## config.mk

```make
export PLATFORM = sky130hd
export DESIGN_NAME = rob_commit_flat
export DESIGN_NICKNAME = d
export VERILOG_FILES = /design/src/rtl/rob_commit_pkg.sv /design/src/rtl/rob_commit_if.sv /design/src/rtl/rob_entry_array.sv /design/src/rtl/rob_commit.sv /design/src/flat_wrapper.sv
export SDC_FILE = /design/constraint.sdc
export NUM_CORES = 2
export LEC_CHECK = 0
export ABC_CLOCK_PERIOD_IN_PS = 9950
export BUFFER_PORTS_ARGS = -buffer_cell sky130_fd_sc_hd__buf_2
export CORE_ASPECT_RATIO = 1.2
export CORE_MARGIN = 5
export CORE_UTILIZATION = 28
export DETAILED_ROUTE_END_ITERATION = 10
export GPL_TIMING_DRIVEN = 0
export PLACE_DENSITY = 0.39
export SYNTH_ARGS = -nofsm -noshare
export SYNTH_HDL_FRONTEND = slang
export SYNTH_SLANG_ARGS = --single-unit
```

## constraint.sdc

```tcl
create_clock -name CLK -period 9.95 [get_ports CLK]
set_clock_uncertainty 0.15 [all_clocks]
set_input_delay 1.99 -clock CLK [delete_from_list [all_inputs] [get_ports CLK]]
set_output_delay 1.99 -clock CLK [all_outputs]
set_load 0.02 [all_outputs]
```

## src/rtl/rob_commit_pkg.sv

```systemverilog
// Shared reorder-buffer definitions: geometry, pointer type and entry record layout.
// Used by issue, MEM and rob_commit so all stages agree on pointer encoding.
package rob_commit_pkg;

    localparam int unsigned ROB_DEPTH = 32;
    localparam int unsigned IDX_W     = $clog2(ROB_DEPTH);
    localparam int unsigned PTR_W     = IDX_W + 1;

    // Pointer = entry index plus one wrap bit to tell full from empty.
    typedef logic [PTR_W-1:0] rob_ptr_t;

    typedef struct packed {
        logic [4:0]  write_reg;
        logic        do_wb;
        logic [31:0] pc;
    } rob_alloc_t;

    typedef struct packed {
        logic [31:0] result;
        logic        taken_branch;
        logic [31:0] target_pc;
        logic        mem_hazard;
    } rob_cmpl_t;

    typedef struct packed {
        logic       busy;
        logic       done;
        rob_alloc_t alloc;
        rob_cmpl_t  cmpl;
    } rob_entry_t;

    function automatic rob_ptr_t ptr_inc(input rob_ptr_t p);
        return p + rob_ptr_t'(1'b1);
    endfunction

    function automatic logic ptr_full(input rob_ptr_t head, input rob_ptr_t tail);
        return (head[PTR_W-2:0] == tail[PTR_W-2:0]) && (head[PTR_W-1] != tail[PTR_W-1]);
    endfunction

endpackage

```

## src/rtl/rob_commit_if.sv

```systemverilog
// Reorder-buffer bus: allocation, MEM/WB completion, register-file commit and flush.
// The pipeline drives through master; the ROB sits on slave.
interface rob_commit_if;
    import rob_commit_pkg::*;

    logic        alloc_valid;
    logic [4:0]  alloc_writeReg;
    logic        alloc_doWB;
    logic [31:0] alloc_PC;
    logic        alloc_ready;
    rob_ptr_t    alloc_ptr;

    logic        complete_valid;
    rob_ptr_t    complete_ptr;
    logic [31:0] complete_result;
    logic        complete_taken_branch;
    logic [31:0] complete_target_PC;
    logic        complete_mem_hazard;

    logic        commit_valid;
    logic [4:0]  commit_reg;
    logic [31:0] commit_data;
    logic        flush;
    logic [31:0] flush_PC;
    rob_ptr_t    count;

    modport master (
        output alloc_valid, alloc_writeReg, alloc_doWB, alloc_PC,
        input  alloc_ready, alloc_ptr,
        output complete_valid, complete_ptr, complete_result,
        output complete_taken_branch, complete_target_PC, complete_mem_hazard,
        input  commit_valid, commit_reg, commit_data, flush, flush_PC, count
    );

    modport slave (
        input  alloc_valid, alloc_writeReg, alloc_doWB, alloc_PC,
        output alloc_ready, alloc_ptr,
        input  complete_valid, complete_ptr, complete_result,
        input  complete_taken_branch, complete_target_PC, complete_mem_hazard,
        output commit_valid, commit_reg, commit_data, flush, flush_PC, count
    );

endinterface

```

## src/rtl/rob_entry_array.sv

```systemverilog
// ROB entry storage: busy/done status with reset, payload RAM without reset.
// One alloc write port, one completion write port, one combinational read port at head.
module rob_entry_array
    import rob_commit_pkg::*;
#(
    parameter int unsigned DEPTH = ROB_DEPTH
) (
    input  logic                     CLK,
    input  logic                     RESET,
    input  logic                     alloc_we,
    input  logic [$clog2(DEPTH)-1:0] alloc_idx,
    input  rob_alloc_t               alloc_data,
    input  logic                     cmpl_we,
    input  logic [$clog2(DEPTH)-1:0] cmpl_idx,
    input  rob_cmpl_t                cmpl_data,
    input  logic                     retire_clr,
    input  logic                     flush_clr,
    input  logic [$clog2(DEPTH)-1:0] head_idx,
    output rob_entry_t               head_entry
);

    logic [DEPTH-1:0] busy_r;
    logic [DEPTH-1:0] done_r;
    rob_alloc_t       alloc_mem_r [DEPTH];
    rob_cmpl_t        cmpl_mem_r  [DEPTH];
    logic             cmpl_ok_s;

    // Completions aimed at free (squashed or never allocated) entries are dropped.
    assign cmpl_ok_s = cmpl_we && busy_r[cmpl_idx];

    // Entry status: allocate, complete, retire and squash.
    always_ff @(posedge CLK) begin
        if (RESET) begin
            busy_r <= '0;
            done_r <= '0;
        end else if (flush_clr) begin
            busy_r <= '0;
        end else begin
            if (alloc_we) begin
                busy_r[alloc_idx] <= 1'b1;
                done_r[alloc_idx] <= 1'b0;
            end
            if (cmpl_ok_s) begin
                done_r[cmpl_idx] <= 1'b1;
            end
            if (retire_clr) begin
                busy_r[head_idx] <= 1'b0;
            end
        end
    end

    // Payload storage; contents are meaningless while busy is clear.
    always_ff @(posedge CLK) begin
        if (alloc_we) begin
            alloc_mem_r[alloc_idx] <= alloc_data;
        end
        if (cmpl_ok_s) begin
            cmpl_mem_r[cmpl_idx] <= cmpl_data;
        end
    end

    // Head read port.
    always_comb begin
        head_entry       = '0;
        head_entry.busy  = busy_r[head_idx];
        head_entry.done  = done_r[head_idx];
        head_entry.alloc = alloc_mem_r[head_idx];
        head_entry.cmpl  = cmpl_mem_r[head_idx];
    end

endmodule

```

## src/rtl/rob_commit.sv

```systemverilog
// Reorder buffer with in-order single-entry retirement, registered commit port
// and flush on taken branch or memory hazard at the head.
module rob_commit
    import rob_commit_pkg::*;
#(
    parameter int unsigned DEPTH = ROB_DEPTH
) (
    input  logic         CLK,
    input  logic         RESET,
    input  logic         FREEZE,
    rob_commit_if.slave  rob
);

    localparam int unsigned IW = $clog2(DEPTH);

    rob_ptr_t    head_r;
    rob_ptr_t    tail_r;
    rob_ptr_t    count_r;
    logic        commit_valid_r;
    logic [4:0]  commit_reg_r;
    logic [31:0] commit_data_r;
    logic        flush_r;
    logic [31:0] flush_pc_r;

    rob_entry_t  head_entry_s;
    rob_alloc_t  alloc_data_s;
    rob_cmpl_t   in_cmpl_s;
    rob_cmpl_t   head_cmpl_s;
    logic        full_s;
    logic        alloc_ready_s;
    logic        alloc_fire_s;
    logic        cmpl_hit_head_s;
    logic        retire_s;
    logic        retire_flush_s;
    logic        retire_wb_s;
    logic        alloc_we_s;
    logic        cmpl_we_s;

    // Retire decision; full is taken from pre-retire pointers so a freed slot is not reused this cycle.
    always_comb begin
        alloc_data_s              = '0;
        alloc_data_s.write_reg    = rob.alloc_writeReg;
        alloc_data_s.do_wb        = rob.alloc_doWB;
        alloc_data_s.pc           = rob.alloc_PC;
        in_cmpl_s                 = '0;
        in_cmpl_s.result          = rob.complete_result;
        in_cmpl_s.taken_branch    = rob.complete_taken_branch;
        in_cmpl_s.target_pc       = rob.complete_target_PC;
        in_cmpl_s.mem_hazard      = rob.complete_mem_hazard;

        full_s          = ptr_full(head_r, tail_r);
        alloc_ready_s   = !full_s && !FREEZE;
        alloc_fire_s    = rob.alloc_valid && alloc_ready_s;
        cmpl_hit_head_s = rob.complete_valid && (rob.complete_ptr == head_r);

        if (cmpl_hit_head_s) begin
            head_cmpl_s = in_cmpl_s;
        end else begin
            head_cmpl_s = head_entry_s.cmpl;
        end

        retire_s       = !FREEZE && head_entry_s.busy && (head_entry_s.done || cmpl_hit_head_s);
        retire_flush_s = retire_s && (head_cmpl_s.mem_hazard || head_cmpl_s.taken_branch);
        retire_wb_s    = retire_s && head_entry_s.alloc.do_wb && !head_cmpl_s.mem_hazard;
        alloc_we_s     = alloc_fire_s && !retire_flush_s;
        cmpl_we_s      = rob.complete_valid && !FREEZE && !retire_flush_s;
    end

    rob_entry_array #(.DEPTH(DEPTH)) u_entries (
        .CLK        (CLK),
        .RESET      (RESET),
        .alloc_we   (alloc_we_s),
        .alloc_idx  (tail_r[IW-1:0]),
        .alloc_data (alloc_data_s),
        .cmpl_we    (cmpl_we_s),
        .cmpl_idx   (rob.complete_ptr[IW-1:0]),
        .cmpl_data  (in_cmpl_s),
        .retire_clr (retire_s),
        .flush_clr  (retire_flush_s),
        .head_idx   (head_r[IW-1:0]),
        .head_entry (head_entry_s)
    );

    // Head/tail pointers and occupancy; a flush leaves the ROB empty just past the retired entry.
    always_ff @(posedge CLK) begin
        if (RESET) begin
            head_r  <= '0;
            tail_r  <= '0;
            count_r <= '0;
        end else begin
            if (retire_s) begin
                head_r <= ptr_inc(head_r);
            end
            if (retire_flush_s) begin
                tail_r  <= ptr_inc(head_r);
                count_r <= '0;
            end else begin
                if (alloc_fire_s) begin
                    tail_r <= ptr_inc(tail_r);
                end
                case ({alloc_fire_s, retire_s})
                    2'b10:   count_r <= count_r + rob_ptr_t'(1'b1);
                    2'b01:   count_r <= count_r - rob_ptr_t'(1'b1);
                    default: count_r <= count_r;
                endcase
            end
        end
    end

    // Registered commit and flush ports, valid the cycle after the retire edge.
    always_ff @(posedge CLK) begin
        if (RESET) begin
            commit_valid_r <= 1'b0;
            commit_reg_r   <= 5'd0;
            commit_data_r  <= 32'd0;
            flush_r        <= 1'b0;
            flush_pc_r     <= 32'd0;
        end else begin
            commit_valid_r <= retire_wb_s;
            flush_r        <= retire_flush_s;
            if (retire_wb_s) begin
                commit_reg_r  <= head_entry_s.alloc.write_reg;
                commit_data_r <= head_cmpl_s.result;
            end
            if (retire_flush_s) begin
                flush_pc_r <= head_cmpl_s.mem_hazard ? head_entry_s.alloc.pc : head_cmpl_s.target_pc;
            end
        end
    end

    assign rob.alloc_ready  = alloc_ready_s;
    assign rob.alloc_ptr    = tail_r;
    assign rob.commit_valid = commit_valid_r;
    assign rob.commit_reg   = commit_reg_r;
    assign rob.commit_data  = commit_data_r;
    assign rob.flush        = flush_r;
    assign rob.flush_PC     = flush_pc_r;
    assign rob.count        = count_r;

endmodule

```

## src/flat_wrapper.sv

```systemverilog
// flat-port wrapper written by rule: the top's interface ports become plain ports
module rob_commit_flat import rob_commit_pkg::*;
#(
    parameter int unsigned DEPTH = ROB_DEPTH
)
  (CLK, RESET, FREEZE, rob_alloc_valid, rob_alloc_writeReg, rob_alloc_doWB, rob_alloc_PC, rob_alloc_ready, rob_alloc_ptr, rob_complete_valid, rob_complete_ptr, rob_complete_result, rob_complete_taken_branch, rob_complete_target_PC, rob_complete_mem_hazard, rob_commit_valid, rob_commit_reg, rob_commit_data, rob_flush, rob_flush_PC, rob_count);
  rob_commit_if rob_i ();
  input  logic CLK;
  input  logic RESET;
  input  logic FREEZE;
  input wire logic [$bits(rob_i.alloc_valid)-1:0] rob_alloc_valid;
  input wire logic [$bits(rob_i.alloc_writeReg)-1:0] rob_alloc_writeReg;
  input wire logic [$bits(rob_i.alloc_doWB)-1:0] rob_alloc_doWB;
  input wire logic [$bits(rob_i.alloc_PC)-1:0] rob_alloc_PC;
  output wire logic [$bits(rob_i.alloc_ready)-1:0] rob_alloc_ready;
  output wire logic [$bits(rob_i.alloc_ptr)-1:0] rob_alloc_ptr;
  input wire logic [$bits(rob_i.complete_valid)-1:0] rob_complete_valid;
  input wire logic [$bits(rob_i.complete_ptr)-1:0] rob_complete_ptr;
  input wire logic [$bits(rob_i.complete_result)-1:0] rob_complete_result;
  input wire logic [$bits(rob_i.complete_taken_branch)-1:0] rob_complete_taken_branch;
  input wire logic [$bits(rob_i.complete_target_PC)-1:0] rob_complete_target_PC;
  input wire logic [$bits(rob_i.complete_mem_hazard)-1:0] rob_complete_mem_hazard;
  output wire logic [$bits(rob_i.commit_valid)-1:0] rob_commit_valid;
  output wire logic [$bits(rob_i.commit_reg)-1:0] rob_commit_reg;
  output wire logic [$bits(rob_i.commit_data)-1:0] rob_commit_data;
  output wire logic [$bits(rob_i.flush)-1:0] rob_flush;
  output wire logic [$bits(rob_i.flush_PC)-1:0] rob_flush_PC;
  output wire logic [$bits(rob_i.count)-1:0] rob_count;
  assign rob_i.alloc_valid = rob_alloc_valid;
  assign rob_i.alloc_writeReg = rob_alloc_writeReg;
  assign rob_i.alloc_doWB = rob_alloc_doWB;
  assign rob_i.alloc_PC = rob_alloc_PC;
  assign rob_alloc_ready = rob_i.alloc_ready;
  assign rob_alloc_ptr = rob_i.alloc_ptr;
  assign rob_i.complete_valid = rob_complete_valid;
  assign rob_i.complete_ptr = rob_complete_ptr;
  assign rob_i.complete_result = rob_complete_result;
  assign rob_i.complete_taken_branch = rob_complete_taken_branch;
  assign rob_i.complete_target_PC = rob_complete_target_PC;
  assign rob_i.complete_mem_hazard = rob_complete_mem_hazard;
  assign rob_commit_valid = rob_i.commit_valid;
  assign rob_commit_reg = rob_i.commit_reg;
  assign rob_commit_data = rob_i.commit_data;
  assign rob_flush = rob_i.flush;
  assign rob_flush_PC = rob_i.flush_PC;
  assign rob_count = rob_i.count;
  rob_commit #(.DEPTH(DEPTH)) u_core (.CLK(CLK), .RESET(RESET), .FREEZE(FREEZE), .rob(rob_i));
endmodule
```

==> flow_results.org <==
** Die
- Measured along the y axis, the die boundary spans around 770 µm.
- In this run the standard cell core region covers ~0.48 mm².
- Overall die width :: around 640 µm
- After floorplanning, the core was divided into about 280 placement rows.
- During I/O placement, the number of pins put on the boundary was roughly 200.
- Once the floorplan was initialized, standard cells occupied between 20 and 30% of the core.
- The floorplan step defined a die boundary enclosing 0.493 mm².

** Synthesis
- Summed over all instances, the cell type with the most area after synthesis is edfxtp_1.
- Fraction of synthesis flops using an asynchronous set or reset pin :: 0%
- In the synthesized netlist the dominant register cell turns out to be edfxtp_1.
- Proportion of synthesized chip area in sequential cells :: 76.8%
- Syn avg cell area :: 22.9 µm²
- Synth top area share :: about three quarters
- The synthesized netlist occupies a cell area of about 0.13 mm².
- Number of instances in the synthesized netlist :: slightly below 6000
- Ranked by total cell area, the synthesized netlist is headed by edfxtp_1 74%, mux4_2 17%, dfxtp_1 2.4%.
- Number of flops mapped to enable cells by yosys :: about 3300
- Seq cells post-synth :: roughly 3500
- Number of warnings issued by yosys :: 0
- Number of distinct library cell variants in the gate-level netlist after synthesis :: 63
- Counting every net in the synthesized netlist gives 5991.

** Worst setup path
- For the worst setup path, the data required time is roughly 10 ns.
- Capturing element type of the critical path :: flop
- Critical path fanouts, max :: 10
- The slowest stage of the critical path is the nor3_2 cell.
- Critical Path Most Common Cell :: buf_6
- The worst setup path is launched from an input port.
- Cell-by-cell trace of the critical path :: clkbuf_1, xnor2_1, nand2_1, or3_1, buf_6, and3b_1, nor2_1, buf_2, a21o_1, buf_2, nand2_1, buf_2, nor3_2, buf_6, buf_6, buf_6, buf_6, buf_4, buf_8, buf_6, buf_6
- Endpoint arrival time on the critical path :: ~7.9 ns
- Crit Path Class :: input port to flop
- Highest cell delay on the worst timing path :: about 0.69 ns

** Cells and area
- In the final layout, the registers with the most flip-flops are u_core.u_entries.cmpl_mem_r x2112, u_core.u_entries.alloc_mem_r x1216.
- The top cell types in the final layout, fill and taps aside, are 3328 x edfxtp_1, 1039 x mux4_2, 397 x buf_2, 384 x clkbuf_16, 176 x clkbuf_1.
- Leaving out fill and tap cells, the most frequent cell in the layout is edfxtp_1.
- After routing the design area is 0.160 mm².
- For this run, the post-layout net count is around 6800.
- Area growth from synthesis to layout :: 19.0%
- The register with the most flip-flops in the layout has between 2000 and 2500 of them.
- In the final layout, the share of cells above drive strength 1 is roughly 34%.
- Register name with the most flops :: u_core.u_entries.cmpl_mem_r
- Utilization of the core after routing :: 33.5%

** STA
- Final setup viols :: 0
- The tightest hold path in the finished design has a slack of just under 0.3 ns.
- Max Clock Freq :: ~140 MHz
- Worst Slack Setup Final :: 2.57 ns
- Setup total negative slack on the finished layout was measured at 0 ns.
- Slew at the pin closest to its max-slew limit :: between 1 and 1.5 ns
- The number of failing hold endpoints at the final stage is 0.
- Max_slew headroom :: 4.39%
- Final min period :: between 7 and 8 ns
- Final Cycle Share :: between 70 and 80%
- Setup repair after global routing left no endpoint under its margin.
- The final count of pins violating max slew is 0.

** CTS
- Source-to-sink clock delay at the later pin of the worst-skew pair :: ~1 ns
- CTS sink count :: ~3500
- Cts-stage hold buffer count :: 0
- Deepest level of the CTS H-tree :: 5
- Max Root-Sink Buffers :: 4
- Clk Tree Root Cell :: clkbuf_16
- Clock-pin slew was measured on the worst setup and hold paths at about 0.060 ns.
- Buffers inserted during post-CTS setup optimization :: 0
- TritonCTS built the clock tree.
- Number of buffers added by the clock tree synthesis step :: 379
- Resize count post-CTS :: 0

** Detailed routing
- Avg WL per Cell :: 34.5 µm
- For this block, the via count after detailed routing is around 66000.
- Number of DRC violations after detailed routing :: 0
- Number of search-and-repair iterations in the first detailed-routing pass :: 5
- Avg Vias per Cell :: about 5.0
- Initial DRC count :: approximately 6100
- Routed Antenna Nets :: 0
- For this block, the routed nets add up to between 400000 and 500000 µm of wire.

** Global routing
- Global-route wire length before repair :: around 620000 µm
- Number of global-route vias before repair :: between 60000 and 70000
- The total overflow left after global routing is 0.
- Entering global routing, the biggest net connects 43 pins.
- Number of antenna violations at the first check in global routing :: 64
- Global routing consumed, over all layers together, a little under a fifth of the routing resources.

** Placed design
- The congestion estimate from routability-driven global placement came to 0.803.
- The HPWL after detailed placement is roughly 310000 µm.
- Before CTS, the worst setup slack after placement is roughly 1.6 ns.
- The count of buffers added on input and output ports is slightly below 200.
- In this run the cell area measured after placement is approximately 0.15 mm².

** Flow run
- Max capacitance violation total :: 0

** Power and ir drop
- Total power divided by cell area :: between 150 and 200 mW/mm²
- In this run the static leakage power is 48.8 nW.
- Worst vdd rail ir drop :: 0.000130 V

** Worst hold path
- Hold Path Class :: flop to flop

** Outcome
- The flow ran to the end, and the final reports show no timing, DRC or antenna violations.
==> final timing paths <==
path | from | to | slack, ns | cells past startpoint
min reg2reg | u_core.rob.commit_data[17] | u_core.rob.commit_data[17] | 0.30 | 2
max reg2reg | flop | u_core.u_entries.cmpl_mem_r[25][2] | 2.74 | 19
max | rob_complete_ptr[3] | u_core.u_entries.cmpl_mem_r[25][2] | 2.57 | 21
min | u_core.rob.commit_data[17] | u_core.rob.commit_data[17] | 0.30 | 2
==> where the power goes <==
part           internal, mW  switching (mW)
Clock                  8.00            5.95
Combinational        0.0793           0.333
Sequential             16.1          0.0110
==> per-stage QoR <==
step | std cells | power (mW)
4_1_cts | 13300 | 30.9
6_report | 13300 | 30.5
3_3_place_gp | 12400 | 16.8
2_1_floorplan | 5862 | 16.5
5_1_grt | 13300 | 31.5
3_5_place_dp | 12600 | 16.8
==> final cells by class <==
| type | instances | area, µm² |
|---|---|---|
| Timing Repair Buffer | 430 | 5080 |
| Multi-Input combinational cell | 1982 | 29700 |
| Antenna cell | 16 | 40.0 |
| Clock inverter | 218 | 2060 |
| Clock buffer | 471 | 10000 |
| Buffer | 350 | 1670 |
| Inverter | 44 | 210 |
| Tap cell | 6300 | 7880 |
| Sequential cell | 3486 | 103000 |
| Fill cell | 44900 | 318000 |
==> kinds of logic (layout without fill, tap and decap cells) <==
group	after synthesis	count (layout)	synth area share, %
AO/OA/AOI/OAI	320	320	1.72
XOR/XNOR	29	29	0.195
adder cells (fa/ha/maj)	14	14	0.136
buffers and inverters	394	1513	1.35
flip-flops	3486	3486	76.8
multiplexers	1150	1150	18.3
other	0	16	0
AND/OR/NAND/NOR	469	469	1.53
==> critical path, delay by kind of cell <==
kind / cells / cell delay, ns
buffers and inverters: 13 / 3.34
xor gates and xnor gates: 1 / 0.19
and+or+nand+nor: 6 / 2.10
AOI/OAI and AO/OA: 1 / 0.17
==> synthesized netlist by cell type (all sizes together) (9+ instances only) <==
master,count
o221a,27
xor2,10
mux2,18
or3,9
nand2,130
clkbuf,110
dfxtp,158
a22oi,11
a21oi,93
a311oi,11
a21o,10
edfxtp,3328
inv,44
nand2b,14
mux2i,93
nor2,200
mux4,1039
a211o,32
ha,13
o32ai,24
nor3,9
nand3,60
buf,240
a211oi,40
xnor2,19
o21ai,36
==> layer usage <==
layer | track usage [%] | part of all wire [%]
met5 | 0 | 0.034
met4 | 5.35 | 3.2
met3 | 2.95 | 4.8
met2 | 32.1 | 51
met1 | 22.9 | 41
Note: power is estimated with default switching activity, not from simulation.
